$ cat src/rtl/fc_mac_seq.sv
// fc_mac_seq: sequencer and three-neuron multiply-accumulate engine for the final fully-connected layer
module fc_mac_seq #(
    parameter int N_FUL     = 30,
    parameter int N_FINISH  = 16,
    parameter int FRAC_BITS = 8,
    parameter int ACC_W     = 48
) (
    input  logic               clk,
    input  logic               rst,
    input  logic               start,
    input  logic               feat_valid,
    input  logic signed [15:0] feat_data,
    output logic               feat_ready,
    input  logic signed [15:0] weight_ful1 [3:1],
    output logic        [4:0]  count_ful,
    output logic        [4:0]  count_finish,
    output logic               out_valid,
    input  logic               out_ready,
    output logic signed [15:0] fc_out [3:1],
    output logic               busy
);
    typedef enum logic [1:0] {IDLE, RUN, DONE} state_t;

    localparam logic [4:0] FUL_LAST = 5'(N_FUL);
    localparam logic [4:0] FIN_LAST = 5'(N_FINISH);
    localparam logic signed [ACC_W-1:0] MAX_V = ACC_W'(32767);
    localparam logic signed [ACC_W-1:0] MIN_V = ACC_W'(-32768);

    state_t                   state_q, state_d;
    logic        [4:0]        ful_q, ful_d, fin_q, fin_d;
    logic signed [ACC_W-1:0]  acc_q [3:1];
    logic signed [ACC_W-1:0]  acc_d [3:1];
    logic signed [31:0]       prod  [3:1];
    logic signed [ACC_W-1:0]  shr   [3:1];

    assign feat_ready   = state_q == RUN;
    assign out_valid    = state_q == DONE;
    assign busy         = state_q != IDLE;
    assign count_ful    = ful_q;
    assign count_finish = fin_q;

    // Class scores: floor-shift the accumulators out of Q.8 and clamp to 16 bits
    always_comb begin
        for (int i = 1; i <= 3; i++) begin
            shr[i]    = acc_q[i] >>> FRAC_BITS;
            fc_out[i] = shr[i] > MAX_V ? 16'sh7fff : shr[i] < MIN_V ? 16'sh8000 : shr[i][15:0];
        end
    end

    // Next state: start clears the sums, each accepted feature advances the ROM index and accumulates
    always_comb begin
        state_d = state_q;
        ful_d   = ful_q;
        fin_d   = fin_q;
        acc_d   = acc_q;
        for (int i = 1; i <= 3; i++) prod[i] = feat_data * weight_ful1[i];
        case (state_q)
            IDLE: if (start) begin
                state_d = RUN;
                ful_d   = 5'd1;
                fin_d   = 5'd1;
                acc_d   = '{default: '0};
            end
            RUN: if (feat_valid) begin
                for (int i = 1; i <= 3; i++)
                    acc_d[i] = acc_q[i] + {{(ACC_W-32){prod[i][31]}}, prod[i]};
                if (ful_q == FUL_LAST && fin_q == FIN_LAST) begin
                    state_d = DONE;
                    ful_d   = 5'd0;
                    fin_d   = 5'd0;
                end else if (ful_q == FUL_LAST) begin
                    ful_d = 5'd1;
                    fin_d = fin_q + 5'd1;
                end else begin
                    ful_d = ful_q + 5'd1;
                end
            end
            DONE: state_d = out_ready ? IDLE : DONE;
            default: state_d = IDLE;
        endcase
    end

    // State, counters and accumulators; reset discards any partial inference at once
    always_ff @(posedge clk or posedge rst) begin
        if (rst) begin
            state_q <= IDLE;
            ful_q   <= '0;
            fin_q   <= '0;
            acc_q   <= '{default: '0};
        end else begin
            state_q <= state_d;
            ful_q   <= ful_d;
            fin_q   <= fin_d;
            acc_q   <= acc_d;
        end
    end
endmodule

$ cat config.mk
export PLATFORM = sky130hd
export DESIGN_NAME = fc_mac_seq
export DESIGN_NICKNAME = d
export VERILOG_FILES = /design/src/rtl/fc_mac_seq.sv
export SDC_FILE = /design/constraint.sdc
export NUM_CORES = 2
export LEC_CHECK = 0
export CAP_MARGIN = 20
export CORE_MARGIN = 4
export CORE_UTILIZATION = 66
export CTS_BUF_LIST = sky130_fd_sc_hd__clkbuf_8
export DETAILED_ROUTE_END_ITERATION = 12
export PLACE_DENSITY = 0.85
export SLEW_MARGIN = 20
export SYNTH_ARGS = -nofsm -noshare
export SYNTH_HDL_FRONTEND = slang
export SYNTH_SLANG_ARGS = --single-unit
$ cat constraint.sdc
create_clock -name clk -period 6.6 [get_ports clk]
set_clock_uncertainty 0.05 [all_clocks]
set_input_delay 0.66 -clock clk [delete_from_list [all_inputs] [get_ports clk]]
set_output_delay 0.66 -clock clk [all_outputs]
set_load 0.01 [all_outputs]
==> summary.md, run 1 <==
Sequential elements use 9.11% of the synthesized area. In the post-synthesis netlist, the biggest area contributors are sky130_fd_sc_hd__fa_1, sky130_fd_sc_hd__ha_1, sky130_fd_sc_hd__dfrtp_1. From bottom edge to top edge, the die measures 263 um. The run gives 156 as the TritonCTS sink count.

The CTS buffer count is 17, and the cell count after placement is 6,574. The logs give 4 for the level count of the clock H-tree and 40 for the number of antenna violations at the first check in global routing. The synthesized netlist devotes 11.1% of its cell area to compound gates.

After synthesis, the largest family of logic cells by area is adder cells. Counting every instance in the synthesized netlist gives 4,925. The number of cell rows is 93, and the buffer depth of the longest clock path is 2. The flow did not finish. Global routing consumed, over all layers together, 81.5% of the routing resources. When the netlist entered floorplanning its net count stood at 6,182. In the synthesized netlist the async set-or-reset flop fraction comes to 100%. Summing every instance area after synthesis gives 42,900 um^2.

The total of hold buffers inserted after clock tree synthesis is 0. The dominant register cell in the synthesized netlist is sky130_fd_sc_hd__dfrtp_1. The maximum number of pins on one net before global-route repair came out at 85. After global routing the overflow that remains totals 248.

The tool reported: "[ERROR GRT-0232] Routing congestion too high. Check the congestion heatmap in the GUI". After the last repair the worst path ends at a sequential cell input. The synthesized design contains 156 register bits. The number of distinct library cells after synthesis came out at 81.

The critical endpoint after global-route timing repair is acc_q[89]$_DFFE_PP0P_/D. Buffers placed on the I/O ports in this run total 129. The synthesized netlist devotes 16.6% of its cell area to simple gates.

Of the post-synthesis cell area, the part taken by muxes is 0.143%. The average instance in the mapped netlist occupies 8.70 um^2. For the starting density of the core, the log shows 66.6%.

The cell chosen for the clock root is sky130_fd_sc_hd__clkbuf_8. At the placement stage, the worst setup path has a slack of -2900 ps. In this run the horizontal extent of the chip is 263 um.

The number of synthesis warnings was 0. For the weighted congestion at the end of routability-driven global placement, the log shows 0.940. The wire-length estimate of the detail-placed layout is 104 mm. For this design the top-level I/O count stands at 130. Of the total synthesized cell area, the portion taken by XOR and XNOR cells is 4.65%. The share of the synthesized area in the top cell type works out to 36.8%.

The run ended at 5_1_grt. Of the total synthesized cell area, the portion taken by full adders, half adders and majority gates is 48.5%. sky130_fd_sc_hd__fa_1 takes more of the synthesized area than any other cell. The number of synthesized flops with an enable pin was 0.
[metal layers]
layer  track usage, %  GRT overflow
met1             78.5             2
met2             93.2           135
met3             74.0             1
met4             84.1           110
met5             42.2             0
[cells in the mapped netlist, types with 48 or more instances]
master,count
sky130_fd_sc_hd__nand2_1,671
sky130_fd_sc_hd__nand4_1,48
sky130_fd_sc_hd__xor2_1,75
sky130_fd_sc_hd__ha_1,399
sky130_fd_sc_hd__nor2_1,142
sky130_fd_sc_hd__inv_1,950
sky130_fd_sc_hd__a21o_1,99
sky130_fd_sc_hd__o21ai_0,212
sky130_fd_sc_hd__clkbuf_1,178
sky130_fd_sc_hd__dfrtp_1,156
sky130_fd_sc_hd__fa_1,789
sky130_fd_sc_hd__a21oi_1,194
sky130_fd_sc_hd__and2_1,391
sky130_fd_sc_hd__xnor2_1,148
[cells by family after synthesis]
family | after synthesis
simple gates | 1463
compound gates | 754
mux | 6
buf+inv | 1133
xor+xnor | 225
fa+ha+maj | 1188
flops | 156
[through the flow]
step	util (%)	cell area, um^2	hold slack [ps]
4_1_cts	86.3	55500	449
3_5_place_dp	80.9	52000	427
3_3_place_gp	80.9	52000	414
2_1_floorplan	-	44300	400
[repair_timing]
action / CTS
cloned: 7
pin swaps: 359
gates resized for setup: 619
buffers inserted: 149
setup endpoints to repair: 105
==> inputs of run 2 (changes only) <==
- CORE_UTILIZATION: 66 -> 40
- CTS_BUF_LIST: sky130_fd_sc_hd__clkbuf_8 -> not set
- PLACE_DENSITY: 0.85 -> not set
- PLACE_DENSITY_LB_ADDON: not set -> 0.15
==> run 2 against run 1 <==
The flow now finishes, with violations (setup timing); area after synthesis stayed put; synthesized cell count stayed put.
==> summary.md, run 2 <==
The run finished, with violations left. The final reports fail on setup timing. Yosys instantiated no cell more often than sky130_fd_sc_hd__inv_1. The wire length reported by the detailed router is 127 mm, and the synthesized cell area is 42,900 um^2 (unchanged). The die boundary width is 335 um (+28%). The final period utilization was 128%. The run gives 0 as the remaining antenna violation count. The number of global-route vias before repair was 39,100; the number of pins with negative max-slew slack in the final report was 0. sky130_fd_sc_hd__fa_1 takes more of the synthesized area than any other cell.

In the layout the commonest cells are sky130_fd_sc_hd__buf_4, sky130_fd_sc_hd__inv_1, sky130_fd_sc_hd__fa_1. TritonCTS sink count: 156 (unchanged). After clock tree synthesis, the clock-pin slew on the worst setup and hold paths is 80 ps. Most frequent standard cell in the layout excluding fill and tap cells: sky130_fd_sc_hd__buf_4.

TritonCTS built the clock tree. Entering global routing, the biggest net connects 99 pins. The insertion delay of the later-clocked pin in the worst-skew pair is 510 ps, and the routed wire length on met3 is 5.25 mm.

The tools report the share of synthesized area occupied by flip-flops and latches as 9.11% (unchanged). Endpoint kind of the worst setup timing path: a register. The largest stage delay on the critical path is 580 ps.

Once layout is done, the placed cells without fillers occupy 58,800 um^2. Relative to the synthesized area, the layout overhead comes to 37.2%. For the timing-limited maximum frequency, the log shows 119 MHz.

The number of distinct library cells after synthesis came out at 81 (unchanged). The average size of a mapped cell works out to 8.70 um^2 (unchanged). Start-to-end type of the worst setup path: in2reg. Data arrival time of the worst path: 8760 ps. For the worst path setup slack after routing, the log shows -1820 ps. The root buffer cell chosen for the clock tree is sky130_fd_sc_hd__clkbuf_16. The number of flip-flops under the largest register name was 144.

The logs give 0 for the overall overflow remaining after global route and 3 for the number of antenna violations at the first check in global routing. The tools report the final setup TNS as -117,820 ps. The register with the most flip-flops in the final layout is acc_q. The die covers 112,000 um^2. The run gives 207 mm as the first-pass GRT wire length. The tools report the post-place setup slack as -2830 ps (+68.2 ps).

Beginning of the critical path: weight_ful1[20]. The I/O pin count is 130 (unchanged). The number of synthesized register bits is 156 (unchanged). Weighted congestion at the end of routability-driven global placement: 0.874 (-7.0%). The buffer depth of the longest clock path was 2 (unchanged). The critical hold path startpoint was acc_q[51]. Hold is met by 442 ps. The reg-to-reg critical path startpoint was acc_q[0]. The slack of the worst reg-to-reg path is 2780 ps, and the via total after detailed routing is 36,900. The master of the slowest instance on the critical path was sky130_fd_sc_hd__fa_2.

Along the worst path, the maximum fanout reaches 7. The share of synthesized flip-flops with an asynchronous set or reset is 100% (unchanged). The final critical delay including setup and external delays came out at 8420 ps. Setup repair after global routing could not meet its margin everywhere. The wire length per cell after detailed routing works out to 17.1 um.

Most frequent cell on the critical path: sky130_fd_sc_hd__a21o_1. The number of cell rows was 119 (+28%); the number of nets produced by synthesis was 6,182 (unchanged). In the synthesized netlist the dominant register cell turns out to be sky130_fd_sc_hd__dfrtp_1. The number of nets in the layout was 7,307; the number of synthesized flops with an enable pin was 0 (unchanged). The data required time at the worst endpoint came out at 6950 ps. For the starting density of the core, the log shows 40.5% (-26 points). After detailed routing, the wire length on met1 is 59.1 mm.

In this run the standard cell core region covers 106,000 um^2. The y dimension of the die was 335 um (+28%); the total of hold buffers inserted after clock tree synthesis was 0 (unchanged). The tools report the setup-violating endpoint count in the final report as 103. After synthesis, the cell types taking the most area are sky130_fd_sc_hd__fa_1, sky130_fd_sc_hd__ha_1, sky130_fd_sc_hd__dfrtp_1.

The count of routing violations after the opening detailed-route iteration came out at 1,795. The number of cells produced by synthesis is 4,925 (unchanged). The fraction of final layout cells with drive strength greater than 1 works out to 30.0%. The max-capacitance violation count came out at 0. The met2 layer wire length in the routed design is 61.2 mm, and the count of endpoints failing hold in the final timing report is 0. The count of input and output buffers was 129 (unchanged). The path class of the tightest hold or removal check is reg2reg.

The CTS buffer count is 17 (unchanged), and the DRC violation count after routing is 0. The logs give 0 (unchanged) for the number of synthesis warnings and 22.9% for the total global-route track usage. The first detailed-routing pass ran for 5 iterations.

The tools report the level count of the clock H-tree as 4 (unchanged). The highest metal layer carrying signal wires in the routed design is met4. The tools report the headroom to the max-slew limit as 41.9%. The detailed placer's ending HPWL is 101 mm (-2.3%), and the via-per-instance ratio is 4.95. The placed instance area was 53,800 um^2 (+3.4%).

Ranked by instance count, the synthesized netlist is headed by sky130_fd_sc_hd__inv_1, sky130_fd_sc_hd__fa_1, sky130_fd_sc_hd__nand2_1. Sort of element at the start of the critical path: an input pin. The share of the synthesized area in the top cell type came out at 36.8% (unchanged). Transition at the pin with the smallest max-transition slack: 872 ps.
run 2: cell counts after synthesis:
Identical to the previous run, type by type.
run 2: per-stage QoR:
step	std cells	util, %
2_1_floorplan	4925	-
3_3_place_gp	7225	50.8
3_5_place_dp	7225	50.8
4_1_cts	7388	54.0
5_1_grt	7455	55.6
6_report	7455	55.6
run 2: final cells by class:
cell class              instances  area (um^2)
well taps                    1391         1740
clock inverters                14          174
clock buffers                  18          429
flip-flops and latches        156         3900
inverters                     950         3570
diodes                          1         2.50
repair buffers               1289        11200
fillers                      9676        47100
multi-input cells            3636        37800
run 2: logic make-up (layout without fill, tap and decap cells):
family	count (synthesis)	in the layout	synth area share (%)
flip-flops	156	156	9.11
buffers and inverters	1133	2271	9.92
XOR/XNOR	225	225	4.65
AND/OR/NAND/NOR	1463	1463	16.6
adder cells (fa/ha/maj)	1188	1188	48.5
multiplexers	6	6	0.143
AO/OA/AOI/OAI	754	754	11.1
other	0	1	0
run 2: timing repair:
| item | CTS | global route |
|---|---|---|
| setup buffers | 142 | 66 |
| endpoints found under the setup margin | 109 | 109 |
| gates resized for setup | 487 | 272 |
| gates cloned | 5 | 5 |
| pin swaps | 390 | 257 |
run 2: path summary, 6_finish.rpt:
kind                        endpoint  cells past startpoint
hold / removal             acc_q[51]                      2
setup / recovery           acc_q[95]                     38
min in group asynchronous  acc_q[86]                      2
max in group asynchronous  acc_q[16]                      3
setup reg to reg           acc_q[44]                     16
hold reg to reg            acc_q[51]                      2
run 2: per-layer routing:
metal | GRT usage (%) | vias to the layer above
li1 | - | 17700
met1 | 32.4 | 18500
met2 | 38.8 | 586
met3 | 2.50 | 94
met4 | 3.84 | 0
met5 | 0 | -
run 2: worst max-delay path, delay by kind of cell:
family	cells	cell delay (ps)
XOR/XNOR	2	280
AND/OR/NAND/NOR	2	280
buffers and inverters	7	600
AO/OA/AOI/OAI	19	3470
adder cells (fa/ha/maj)	8	3440
Power of run 2 is left out: the tool's default activity adds up to more than one toggle a clock period on the data nets, which glitch-free logic cannot reach.
